$ cat src/rtl/mem_wb_stage.sv
// mem_wb_stage: MEM->WB pipeline register and write-back stage.
//
// The stage accepts one instruction per cycle from MEM through a
// valid/allowin handshake. It captures the synchronous data-RAM read word,
// extracts and extends the load data, and drives the register-file write
// port. rf_wdata also feeds the forwarding taps back to ID/EX.
//
// Ports:
//   clk, rst_n     clock; asynchronous active-low reset
//   ms_valid       MEM stage holds a valid instruction
//   ms_ready_go    MEM stage has finished this cycle
//   ms_L_type      instruction is a load
//   ms_rd_we       instruction writes rd
//   ms_rd          destination register
//   ms_funct3      load width/sign code
//   ms_result      ALU result, or the load byte address
//   ram_rdata      data-RAM read word, valid in the first WB cycle
//   wb_stall       hold WB this cycle (register-file port busy)
//   flush          kill the WB instruction
//   ws_allowin     WB can accept from MEM this cycle
//   ws_valid       WB holds a valid instruction
//   rf_we          register-file write enable
//   rf_waddr       register-file write address
//   rf_wdata       register-file write data and forwarding value
module mem_wb_stage #(
    parameter int DATA_W = 32,
    parameter int REG_AW = 5
) (
    input  logic              clk,
    input  logic              rst_n,
    input  logic              ms_valid,
    input  logic              ms_ready_go,
    input  logic              ms_L_type,
    input  logic              ms_rd_we,
    input  logic [REG_AW-1:0] ms_rd,
    input  logic [2:0]        ms_funct3,
    input  logic [DATA_W-1:0] ms_result,
    input  logic [DATA_W-1:0] ram_rdata,
    input  logic              wb_stall,
    input  logic              flush,
    output logic              ws_allowin,
    output logic              ws_valid,
    output logic              rf_we,
    output logic [REG_AW-1:0] rf_waddr,
    output logic [DATA_W-1:0] rf_wdata
);

    // Latched instruction fields.
    logic              l_type;
    logic              rd_we;
    logic [REG_AW-1:0] rd;
    logic [2:0]        funct3;
    logic [DATA_W-1:0] result;

    // The RAM word is only valid in the first WB cycle. If that cycle stalls,
    // the word is parked in rdata_hold so a later write sees the same data.
    logic              first;
    logic              held;
    logic [DATA_W-1:0] rdata_hold;

    logic ws_ready_go;
    logic ms_to_ws_valid;

    assign ws_ready_go    = !wb_stall;
    assign ws_allowin     = !ws_valid || ws_ready_go;
    assign ms_to_ws_valid = ms_valid && ms_ready_go;

    // NOTE: state is updated with non-blocking assignments so every register
    // samples the values that were present before the clock edge.
    always_ff @(posedge clk or negedge rst_n) begin
        if (!rst_n) begin
            ws_valid   <= 1'b0;
            first      <= 1'b0;
            held       <= 1'b0;
            l_type     <= 1'b0;
            rd_we      <= 1'b0;
            rd         <= '0;
            funct3     <= '0;
            result     <= '0;
            rdata_hold <= '0;
        end else if (flush) begin
            // Flush wins over a simultaneous accept.
            ws_valid <= 1'b0;
            first    <= 1'b0;
            held     <= 1'b0;
        end else if (ws_allowin) begin
            ws_valid <= ms_to_ws_valid;
            first    <= ms_to_ws_valid;
            held     <= 1'b0;
            if (ms_to_ws_valid) begin
                l_type <= ms_L_type;
                rd_we  <= ms_rd_we;
                rd     <= ms_rd;
                funct3 <= ms_funct3;
                result <= ms_result;
            end
        end else if (first) begin
            // First WB cycle is stalling: keep the RAM word before it moves.
            rdata_hold <= ram_rdata;
            held       <= 1'b1;
            first      <= 1'b0;
        end
    end

    logic [DATA_W-1:0] load_word;
    logic [1:0]        off;
    logic [7:0]        lane_byte;
    logic [15:0]       lane_half;
    logic [DATA_W-1:0] load_data;

    assign load_word = held ? rdata_hold : ram_rdata;
    assign off       = result[1:0];
    assign lane_byte = load_word[{off, 3'b000} +: 8];
    assign lane_half = load_word[{off[1], 4'b0000} +: 16];

    // NOTE: every output of this block gets a default first, so no path
    // leaves it unassigned and no latch is inferred.
    always_comb begin
        load_data = load_word;
        case (funct3)
            3'b000:  load_data = {{(DATA_W-8){lane_byte[7]}}, lane_byte};
            3'b100:  load_data = {{(DATA_W-8){1'b0}}, lane_byte};
            3'b001:  load_data = {{(DATA_W-16){lane_half[15]}}, lane_half};
            3'b101:  load_data = {{(DATA_W-16){1'b0}}, lane_half};
            default: load_data = load_word;
        endcase
    end

    assign rf_wdata = l_type ? load_data : result;
    assign rf_waddr = rd;
    // x0 is hard-wired to zero and never written.
    assign rf_we    = ws_valid && ws_ready_go && rd_we && (rd != '0) && !flush;

endmodule

$ cat config.mk
export PLATFORM = sky130hd
export DESIGN_NAME = mem_wb_stage
export DESIGN_NICKNAME = d
export VERILOG_FILES = /design/src/rtl/mem_wb_stage.sv
export SDC_FILE = /design/constraint.sdc
export NUM_CORES = 1
export LEC_CHECK = 0
export CELL_PAD_IN_SITES_DETAIL_PLACEMENT = 1
export CELL_PAD_IN_SITES_GLOBAL_PLACEMENT = 2
export CORE_MARGIN = 5
export CORE_UTILIZATION = 31
export CTS_CLUSTER_SIZE = 16
export DETAILED_ROUTE_END_ITERATION = 16
export GPL_TIMING_DRIVEN = 0
export PLACE_DENSITY = 0.77
export SYNTH_ARGS = -nofsm -noshare
export SYNTH_HDL_FRONTEND = slang
export SYNTH_SLANG_ARGS = --single-unit
$ cat constraint.sdc
create_clock -name clk -period 2.4 [get_ports clk]
set_clock_uncertainty 0.05 [all_clocks]
set_input_delay 0.24 -clock clk [delete_from_list [all_inputs] [get_ports clk]]
set_output_delay 0.24 -clock clk [all_outputs]
set_load 0.05 [all_outputs]
# [Word level (Yosys, flattened, before mapping)]
# Cells that the tools add are included.
[totals] register_bits=77 in_bits=80 out_inout_bits=40 elab_cells=41
[classes] n_eq_ne=3 shift=2 mux=10 n_bitwise=2 reduce_logical=15
[ops] op="32-bit one-hot mux with 4 select lines" count=1
[ops] op="32-bit 2-to-1 mux" count=2
[ops] op="32-bit by 6-bit indexed part select with 16-bit output" count=1
[ops] op="32-bit by 6-bit indexed part select with 8-bit output" count=1
[ops] op="1-bit 2-to-1 mux" count=7
[ops] op="3-bit equality test, second input constant" count=2
[ops] op="3-bit AND reduction" count=2
[ops] op="1-bit logical AND" count=5
[ops] op="5-bit nonzero test" count=1
[ops] op="3-bit by 1-bit equality test with 1-bit output, second input constant" count=1
[ops] op="1-bit zero test" count=3
[ops] op="3-bit zero test" count=1
[ops] op="3-bit nonzero test" count=1
[ops] op="1-bit NOT" count=2
[ops] op="2-bit nonzero test" count=1
[ops] op="1-bit logical OR" count=1

# [Logic depth before layout (Yosys ltp)]
# Gate-level depths: netlist of the first run.
[logic_depth] ltp_word=5 depth_mapped=7 depth_no_buf=4

# [Worst setup path before layout of the first run]
# No wires, ideal clock.
[synth_timing] path_kind="register -> output" from="register held" to="output port rf_wdata[10]" arrival_time_ns=2.371 t_required_ns=2.110 setup_slack_ns=-0.261 path_stages_with_launch=6 n_path_buf=2 path_cell_list="dfrtp_1 buf_2 buf_2 mux2i_1 o21ai_1 o31ai_1"
[synth_via] elab_chain_cells=4 word_cells_on_any_way=5 cone_classes="shift: 2; mux: 3"
[synth_lines] element="from (decl)" line="58" source="logic held;"
[synth_lines] element="from (signal assigned)" line="74" source="held <= 1'b0;"
[synth_lines] element="from (signal assigned)" line="85" source="held <= 1'b0;"
[synth_lines] element="from (signal assigned)" line="89" source="held <= 1'b0;"
[synth_lines] element="32-bit 2-to-1 mux *" line="111" source="assign load_word = held ? rdata_hold : ram_rdata;"
[synth_lines] element="32-bit by 6-bit indexed part select with 16-bit output or 32-bit by 6-bit indexed part select with 8-bit output (tied branches)" line="114, 113"
[synth_lines] element="32-bit one-hot mux with 4 select lines *" line="120" source="case (funct3)"
[synth_lines] element="32-bit 2-to-1 mux *" line="129" source="assign rf_wdata = l_type ? load_data : result;"
[synth_lines] element="to (decl)" line="45" source="output logic [DATA_W-1:0] rf_wdata"
# Every way passes the cells marked *; elsewhere a longest branch is shown, timed or not.

# [Final worst setup path of the first run]
[layout_timing] from="register result[1]" to="output port rf_wdata[24]"
[layout_via] elab_chain_cells=3 word_cells_on_any_way=4 cone_classes="shift: 2; mux: 2"
[layout_lines] element="from (decl)" line="53" source="logic [DATA_W-1:0] result;"
[layout_lines] element="from (signal assigned)" line="95" source="result <= ms_result;"
[layout_lines] element="32-bit by 6-bit indexed part select with 16-bit output or 32-bit by 6-bit indexed part select with 8-bit output (tied branches)" line="114, 113"
[layout_lines] element="32-bit one-hot mux with 4 select lines *" line="120"
[layout_lines] element="32-bit 2-to-1 mux *" line="129"
# Marked as above.

==> qor.yml, run 1 <==
run_status:
  status: "finished, violations left"
  violations: "setup timing"
die:
  rows: 44
  coreArea_mm2: 0.01448
  dieArea_mm2: 0.01721
  start_util: 0.3145
  ioPinCount: 120
  die_x_um: 131.2
  die_h_um: 131.2
finish:
  seqCellArea_mm2: 0.001932
  antennaDiodeCount: 0
  finalNonFillerCells: 731
  final.fill_count: 1502
  nNetsFinal: 622
  multi_input_area_mm2: 0.002843
  drive_above_1_share: 0.4351
  finish.utilization: 0.4867
  final_common_cell: "clkdlybuf4s50_1"
  most-common-layout-cells: "clkdlybuf4s50_1, mux2_2, dfrtp_1"
  areaGrowthSynthToFinish_pct: 54.77
global_routing:
  grt_use_total: 0.1868
  grt_pass1_wl_um: 25500
  grt_max_degree: 45
  grt_pass1_vias: 4282
  antenna_found_initial: 0
  overflow: 0
sta:
  maxSlewViolCount: 0
  hold_viol_final: 0
  layout_min_cycle_time_ps: 2708
  max_freq_ghz: 0.3693
  rsz0062_at_grt: "yes"
  maxSlewHeadroom: 0.4579
  setup_slack_ps: -307.7
  setup_viol_count_final: 26
  finalCritPeriodShare: 1.128
  tightest_slew_ps: 813.1
power_and_ir_drop:
  ir_drop_uv: 396.7
  cellPowerDensity_mw_per_mm2: 846.9
  leakage_nw: 2.870
logic_synthesis:
  yosysUniqueCellTypes: 32
  synth_warnings: 0
  postSynthNetCount: 478
  synth_seq_cells: 77
  netlist_instances: 398
  syn_area_per_cell_um2: 11.44
  synth_top_cell_by_area: "dfrtp_1"
  synth_area_leaders: "dfrtp_1, mux2_2, mux2i_1"
  syn_area_mm2: 0.004553
  seq_area_frac_synth: 0.4232
  yosys.area.top_type_share: 0.4232
clock_network:
  cts.reportedPaths.clkPinSlew_ps: 60
  h-tree-depth: 3
  cts_root_buf: "clkbuf_16"
  cts_tree: "yes"
  cts-buffers-inserted: 9
  clkLatencyLatePin_ps: 350
  cts_buffer_depth: 2
  clock_sinks: 77
drt:
  drc_errors: 0
  wl_per_cell_um: 22.52
  vias: 3895
  antenna_left: 0
  via_per_inst: 5.328
  drt_wl_total_um: 16460
  drt_iter0_drc: 180
  detail_route.first_pass.iterations: 4
placed_design:
  place.gp.congestion: 0.8669
  place_ws_ps: -906.8
  hpwl_um: 11740
  port_buffers: 119
  dp_cells: 702
critical_path:
  reg2reg_from: "ws_valid"
  endpoint_kind: "output port"
  crit_arrival_ps: 2420
  cp-start-kind: "register"
  timing.rr.end: "result[14]"
  cp_max_fo: 8
  regToRegSetupSlack_ps: 270
  ff2ff_path_depth: 5
  worstPathRequired_ps: 2110
  worstSetupPathType: "register to output port"
worst_hold_path:
  hp-class: "input port to asynchronous set/reset pin"
job:
  drv_cap: 0
worst max path at each step:
stage / startpoint / endpoint / slack [ps]
2_1_floorplan: held / rf_wdata[10] / -260
4_1_cts: result[1] / rf_wdata[29] / -340
5_1_grt: result[1] / rf_wdata[29] / -380
3_3_place_gp: rst_n / result[18] / -1910
3_5_place_dp: ram_rdata[15] / rf_wdata[30] / -910
6_report: result[1] / rf_wdata[24] / -310
registers in the layout, summed over array words and instances (netlist names):
signal and count:
rf_waddr 5, rd_we 1, funct3 3, rdata_hold 32, l_type 1, first 1, result 32, ws_valid 1
held 1
per-stage QoR:
stage	hold WS (ps)	instance area, um^2	TNS, ps	power, mW
floorplan	-105.6	4553	-2084	3.187
global placement	407.3	5974	-170530	4.020
detailed placement	184.6	6000	-23370	4.054
CTS	349.8	6734	-4864	5.779
global route	411.5	7047	-6739	6.208
finish	352.6	7047	-4961	5.968
cell type report:
class | count | area share
Tap cell | 184 | 0.03267
Buffer | 27 | 0.02965
Timing Repair Buffer | 140 | 0.2056
Multi-Input combinational cell | 263 | 0.4034
Clock buffer | 12 | 0.03498
Clock inverter | 4 | 0.006747
Sequential cell | 77 | 0.2741
Inverter | 24 | 0.01278
report_power, final:
group | switching [mW] | internal [mW] | total [mW] | leakage (nW)
registers | 0.180 | 1.50 | 1.68 | 0.968
logic | 1.68 | 1.24 | 2.92 | 1.76
clock network | 0.542 | 0.831 | 1.37 | 0.143
total | 2.40 | 3.57 | 5.97 | 2.87
synthesized netlist by cell type:
library cell / count
mux2_2: 82
dfrtp_1: 77
mux2i_1: 57
inv_1: 24
clkbuf_1: 16
o22ai_1: 15
nand2_1: 13
o221ai_1: 13
a21oi_1: 11
buf_2: 11
o221ai_2: 10
nand3_1: 9
nand3b_1: 9
o31ai_1: 8
nand4_1: 7
o21bai_1: 7
buf_1: 5
nor2_1: 5
nand2b_1: 3
or3_1: 3
nor3_1: 2
a31o_2: 1
a41o_1: 1
and3_1: 1
and3b_1: 1
buf_4: 1
buf_6: 1
mux4_2: 1
nand4bb_1: 1
nor3b_2: 1
o21a_1: 1
o21ai_1: 1
worst max-delay path: stages, from the launching register on:
cell       delay, ps
dfrtp_1          380
buf_6            150
mux2i_4          180
mux4_2           460
or3_4            440
clkbuf_16        200
o221ai_2          70
buf_6            190
routing by layer:
metal | track usage | wire length (um) | up-vias | part of all wire
li1 | - | - | 1788 | -
met5 | 0 | 0 | - | 0
met3 | 0.04511 | 779 | 23 | 0.047
met2 | 0.3073 | 8267 | 106 | 0.50
met1 | 0.2424 | 7078 | 1978 | 0.43
met4 | 0.06005 | 338 | 0 | 0.021
what timing repair did:
item                                    4_1_cts  5_1_grt
setup buffers                                 6       10
gates resized for setup                     303       43
cloned                                        0        3
hold buffers                                  1        0
hold endpoints to repair                     33        0
pin swaps                                     5        3
endpoints found under the setup margin       32       32
cell families after synthesis:
family / share of synthesized area
muxes: 0.3331
buffers and inverters: 0.05331
DFF: 0.4232
AOI/OAI and AO/OA: 0.1223
and+or+nand+nor: 0.06815
(Power assumes the default switching activity.)
==> inputs of run 2 (changes only) <==
RECOVER_POWER = 50   (was unset)
==> run 2 against run 1 <==
The run still ends with setup timing left. Sequential power about the same. Combinational power about the same. Cell area decreased by 0.32%. Die area unchanged. First-iteration DRC count decreased by 6.1%. Sequential share of layout area increased by 0.088 points. Flip-flop and latch count unchanged. Cell count unchanged.
==> qor.yml, run 2 (synthesized netlist as in run 1, its figures left out) <==
drt:
  wl_per_cell_um: 22.54  # about the same
  antenna_left: 0  # unchanged
  via_per_inst: 5.313  # -0.28%
  detail_route.first_pass.iterations: 4  # unchanged
  drc_errors: 0  # unchanged
  drt_wl_total_um: 16480  # about the same
  drt_iter0_drc: 169  # -6.1%
  vias: 3884  # -0.28%
sta:
  rsz0062_at_grt: "yes"
  hold_ws_ps: 443.9  # +91.32 ps
  max_freq_ghz: 0.3692  # about the same
  setup_viol_count_final: 26  # unchanged
  finalCritPeriodShare: 1.128  # about the same
  tightest_slew_ps: 878.6  # +65.45 ps
  setup_slack_ps: -308.3  # -0.5990 ps
  hold_viol_final: 0  # unchanged
  maxSlewHeadroom: 0.4143  # -0.04364
  layout_min_cycle_time_ps: 2708  # +0.5990 ps
  maxSlewViolCount: 0  # unchanged
critical_path:
  path_cells: "buf_6 -> mux2i_4 -> mux4_2 -> or3_4 -> clkbuf_16 -> o221ai_2 -> buf_6"
  cp-start-kind: "register"
  timing.rr.end: "result[14]"
  worstPathRequired_ps: 2110  # about the same
  worstSetupPathType: "register to output port"
  critPathTopFamily: "multiplexers"
  critPathMaxStageDelay_ps: 460  # about the same
  cp_num_buf_inv: 3  # unchanged
  cp_max_fo: 8  # unchanged
  reg2reg_from: "ws_valid"
  regToRegSetupSlack_ps: 270  # about the same
  crit_arrival_ps: 2420  # about the same
  endpoint_kind: "output port"
  ff2ff_path_depth: 5  # unchanged
  cp_slowest_cell: "mux4_2"
  cpMostUsedCell: "buf_6"
die:
  coreArea_mm2: 0.01448  # unchanged
  dieArea_mm2: 0.01721  # unchanged
  die_h_um: 131.2  # unchanged
  ioPinCount: 120  # unchanged
  start_util: 0.3145  # unchanged
  rows: 44  # unchanged
  die_x_um: 131.2  # unchanged
finish:
  antennaDiodeCount: 0  # unchanged
  most-common-layout-cells: "clkdlybuf4s50_1, mux2_2, dfrtp_1"
  drive_above_1_share: 0.4351  # unchanged
  finish.utilization: 0.4851  # -0.001555
  nNetsFinal: 622  # unchanged
  areaGrowthSynthToFinish_pct: 54.27
  final_common_cell: "clkdlybuf4s50_1"
clock_network:
  cts.reportedPaths.clkPinSlew_ps: 60  # about the same
  cts_root_buf: "clkbuf_16"
  clock_sinks: 77  # unchanged
  cts_tree: "yes"
  cts_buffer_depth: 2  # unchanged
  clkLatencyLatePin_ps: 350  # about the same
  h-tree-depth: 3  # unchanged
  cts-buffers-inserted: 9  # unchanged
power_and_ir_drop:
  pwr-share-seq: 0.281  # about the same
  p_comb_frac: 0.488  # about the same
  leakage_nw: 2.861  # -0.30%
  swShare: 0.4021  # about the same
  power.internal_mw: 3.565  # -0.12%
  p_sw_mw: 2.398  # about the same
  cellPowerDensity_mw_per_mm2: 849.0  # +0.25%
  finalPower_mw: 5.963  # about the same
  ir_drop_uv: 396.6  # about the same
  clkPwrFrac: 0.230  # about the same
run_status:
  status: "finished, violations left"
  violations: "setup timing"
global_routing:
  antenna_found_initial: 0  # unchanged
  overflow: 0  # unchanged
  grt_pass1_wl_um: 25500  # unchanged
  grt_max_degree: 45  # unchanged
  grt_use_total: 0.1868  # unchanged
  grt_pass1_vias: 4282  # unchanged
job:
  drv_cap: 0  # unchanged
placed_design:
  port_buffers: 119  # unchanged
  hpwl_um: 11740  # unchanged
  place.gp.congestion: 0.8669  # unchanged
worst_hold_path:
  hp-class: "input port to register"
  whs_path_depth: 3
  whs_endpoint: "ws_valid"
  min-delay-start: "ms_ready_go"
-- run 2: cell count changes in the layout (fill, tap and decap cells not counted) --
cell	previous run	this run
clkbuf_2	5	6
clkbuf_4	4	5
buf_16	1	0
buf_4	21	20
-- run 2: what timing repair did --
item / 4_1_cts / 5_1_grt
hold buffers: 1 / 0
pin swaps: 5 / 3
resized for setup: 303 / 43
endpoints found under the setup margin: 32 / 32
cloned: 0 / 3
buffers inserted: 6 / 10
hold endpoints to repair: 33 / 0
-- run 2: worst max path at each step --
stage | start | endpoint | slack (ps) | depth (start not counted)
2_1_floorplan | held | rf_wdata[10] | -260 | 5
3_3_place_gp | rst_n | result[18] | -1910 | 1
3_5_place_dp | ram_rdata[15] | rf_wdata[30] | -910 | 8
4_1_cts | result[1] | rf_wdata[29] | -340 | 8
5_1_grt | result[1] | rf_wdata[29] | -380 | 7
6_report | result[1] | rf_wdata[24] | -310 | 7
-- run 2: power groups by stage --
stage / registers, mW / logic, mW / clock network, mW
6_report: 1.68 / 2.91 / 1.37
5_1_grt: 1.71 / 3.04 / 1.45
4_1_cts: 1.67 / 2.70 / 1.41
3_5_place_dp: 1.65 / 2.41 / 0
3_3_place_gp: 1.63 / 2.39 / 0
2_1_floorplan: 1.67 / 1.52 / 0
-- run 2: layout make-up --
cell class	instances	area, um^2
tap	184	230.2
timing repair buffer	140	1426
clock inverter	4	47.55
clock buffer	12	246.5
buffer	27	209.0
multi-input combinational	263	2843
sequential	77	1932
fill	1505	7455
inverter	24	90.09
-- run 2: worst reg2reg max path, delay by kind of cell (launching register included) --
family / cells / cell delay (ps)
DFF: 1 / 400
buffers and inverters: 1 / 450
and+or+nand+nor: 3 / 710
muxes: 1 / 390
-- run 2: stage by stage --
step | instances | instance area [um^2] | setup TNS [ps] | setup slack, ps
2_1_floorplan | 398 | 4553 | -2084 | -261.5
3_3_place_gp | 701 | 5974 | -170530 | -1913
3_5_place_dp | 702 | 6000 | -23370 | -906.8
4_1_cts | 720 | 6734 | -4864 | -336.6
5_1_grt | 731 | 7024 | -6739 | -375.2
6_report | 731 | 7024 | -5001 | -308.3
-- run 2: metal layers --
layer  global-route usage  wire length [um]  part of all wire
met1               0.2424              7099              0.43
met2               0.3073              8271              0.50
met3              0.04511               786             0.048
met4              0.06005               318             0.019
met5                    0                 0                 0
==> inputs of run 3 (changes only) <==
--- a/config.mk
+++ b/config.mk
@@ -9,9 +9,10 @@
 export CELL_PAD_IN_SITES_GLOBAL_PLACEMENT = 2
 export CORE_MARGIN = 5
-export CORE_UTILIZATION = 31
+export CORE_UTILIZATION = 32
+export CTS_BUF_LIST = sky130_fd_sc_hd__clkbuf_4 sky130_fd_sc_hd__clkbuf_8
 export CTS_CLUSTER_SIZE = 16
 export DETAILED_ROUTE_END_ITERATION = 16
 export GPL_TIMING_DRIVEN = 0
-export PLACE_DENSITY = 0.77
+export PLACE_DENSITY = 0.79
 export RECOVER_POWER = 50
 export SYNTH_ARGS = -nofsm -noshare
==> constraint.sdc (replaced) <==
create_clock -name clk -period 2.4 [get_ports clk]
set_clock_uncertainty 0.05 [all_clocks]
set_input_delay 0.48 -clock clk [delete_from_list [all_inputs] [get_ports clk]]
set_output_delay 0.48 -clock clk [all_outputs]
set_load 0.1 [all_outputs]
==> run 3 against run 2 <==
Critical path depth increased by 1. Worst hold slack got worse by 240 ps. Largest power group unchanged. The run still ends with setup timing left. Global-route usage increased by 1.9 points. Sequential power about the same. Register-to-register slack improved by 30 ps.
==> qor.yml, run 3 (synthesized netlist as in run 1, its figures left out) <==
sta:
  setup_slack_ps: -682.4  # -374.2 ps
  hold_viol_final: 0  # unchanged
  maxSlewHeadroom: 0.2709  # -0.1434
  maxSlewViolCount: 0  # unchanged
  finalCritPeriodShare: 1.284  # +0.1559
  layout_min_cycle_time_ps: 3082  # +374.2 ps
  tightest_slew_ps: 1094  # +215.1 ps
  max_freq_ghz: 0.3244  # -12%
  rsz0062_at_grt: "yes"
  setup_viol_count_final: 32  # +23%
finish:
  antennaDiodeCount: 0  # unchanged
  drive_above_1_share: 0.4946  # +0.05952
  final_common_cell: "mux2_2"
  fin_area_mm2: 0.007737  # +10%
  nNetsFinal: 634  # +1.9%
  final.fill_count: 1402  # -6.8%
  most-common-layout-cells: "mux2_2, dfrtp_1, clkdlybuf4s50_1"
  areaGrowthSynthToFinish_pct: 69.94
clock_network:
  clkLatencyLatePin_ps: 370  # +20 ps
  cts_hold_buf: 0  # -1
  h-tree-depth: 3  # unchanged
  cts-buffers-inserted: 9  # unchanged
  cts.reportedPaths.clkPinSlew_ps: 80  # +20 ps
  cts_tree: "yes"
  clock_sinks: 77  # unchanged
  cts_root_buf: "clkbuf_8"
  cts_buffer_depth: 2  # unchanged
placed_design:
  dpl_cell_area_mm2: 0.006540  # +9.0%
  hpwl_um: 12090  # +3.0%
  place.gp.congestion: 0.8436  # -2.7%
  port_buffers: 119  # unchanged
drt:
  drc_errors: 0  # unchanged
  drt_iter0_drc: 154  # -8.9%
  antenna_left: 0  # unchanged
  drt_wl_total_um: 17070  # +3.6%
  wl_per_cell_um: 23.12  # +2.6%
  detail_route.first_pass.iterations: 4  # unchanged
  vias: 3917  # +0.85%
  via_per_inst: 5.308  # -0.11%
power_and_ir_drop:
  finalPower_mw: 7.087  # +19%
  cellPowerDensity_mw_per_mm2: 915.9  # +7.9%
  leakage_nw: 3.091  # +8.0%
  ir_drop_uv: 691.8  # +74%
global_routing:
  grt_use_total: 0.2062  # +0.01941
  grt_pass1_vias: 4497  # +5.0%
  grt_max_degree: 43  # -4.4%
  overflow: 0  # unchanged
  grt_pass1_wl_um: 25790  # +1.1%
  antenna_found_initial: 0  # unchanged
critical_path:
  worstSetupPathType: "register to output port"
  cp-start-kind: "register"
  critPathTopFamily: "buffers and inverters"
  cp_slowest_cell: "mux4_2"
  critPathMaxStageDelay_ps: 480  # +20 ps
  crit_arrival_ps: 2550  # +130 ps
  endpoint_kind: "output port"
  worstPathRequired_ps: 1870  # -240 ps
  path_cells: "buf_6 -> mux2i_4 -> mux4_2 -> or3_4 -> buf_12 -> clkbuf_16 -> o221ai_4 -> buf_12"
  cp_max_fo: 8  # unchanged
  cp_num_buf_inv: 4  # +1
  cpMostUsedCell: "buf_12"
run_status:
  status: "finished, violations left"
  violations: "setup timing"
worst_hold_path:
  hp-class: "input port to asynchronous set/reset pin"
die:
  coreArea_mm2: 0.01393  # -3.8%
  ioPinCount: 120  # unchanged
  die_h_um: 129.3  # -1.5%
  rows: 43  # -2.3%
  dieArea_mm2: 0.01671  # -2.9%
  start_util: 0.3267  # +0.01228
  die_x_um: 129.3  # -1.5%
job:
  drv_cap: 0  # unchanged
run 3: routing by layer:
layer	wire [um]	part of all wire	up-vias	GRT usage
li1	-	-	1810	-
met5	0	0	-	0
met1	7233	0.42	1995	0.2563
met3	667	0.039	24	0.04204
met4	419	0.025	0	0.06980
met2	8744	0.51	88	0.3573
run 3: through the flow:
step	worst slack (ps)	hold WS (ps)	setup TNS (ps)	cells	utilization
6_report	-682.4	200.8	-15580	738	0.5553
5_1_grt	-750.0	272.1	-18180	738	0.5553
3_3_place_gp	-2493	408.2	-226410	697	0.4675
2_1_floorplan	-135.9	134.4	-2205	398	-
4_1_cts	-670.7	48.46	-15540	728	0.5387
3_5_place_dp	-1720	422.6	-61100	698	0.4693
run 3: final timing paths:
check / startpoint / end / slack [ps] / cells after the start
max in group asynchronous: rst_n / funct3[1] / 430 / 2
min in group clk: first / held / 440 / 1
min: rst_n / rdata_hold[28] / 200 / 1
min reg2reg: first / held / 440 / 1
max: result[1] / rf_wdata[23] / -680 / 8
max reg2reg: ws_valid / result[14] / 300 / 5
run 3: layout make-up:
| cell class | instances | area [um^2] | area share |
|---|---|---|---|
| flip-flops and latches | 77 | 1932 | 0.2497 |
| clock inverters | 3 | 15.01 | 0.001940 |
| clock buffers | 12 | 146.4 | 0.01892 |
| inverters | 24 | 90.09 | 0.01164 |
| plain buffers | 27 | 280.3 | 0.03622 |
| well taps | 180 | 225.2 | 0.02911 |
| multi-input cells | 263 | 3212 | 0.4151 |
| repair buffers | 152 | 1837 | 0.2374 |
run 3: worst reg2reg max path, cell delays in order (launching register included):
cell	delay (ps)
dfrtp_2	420
nand2_1	140
nand3_1	140
nor2_2	420
buf_2	420
mux2_2	390
run 3: repair_timing:
| item | in CTS | in global routing |
|---|---|---|
| pin swaps | 11 | 18 |
| gates resized for setup | 392 | 40 |
| cloned | 0 | 1 |
| setup endpoints to repair | 40 | 63 |
| setup buffers | 19 | 13 |
run 3: report_power, final:
part / total (mW) / internal, mW / switching (mW)
logic: 4.51 / 1.81 / 2.70
registers: 1.67 / 1.50 / 0.176
clock network: 0.906 / 0.400 / 0.505
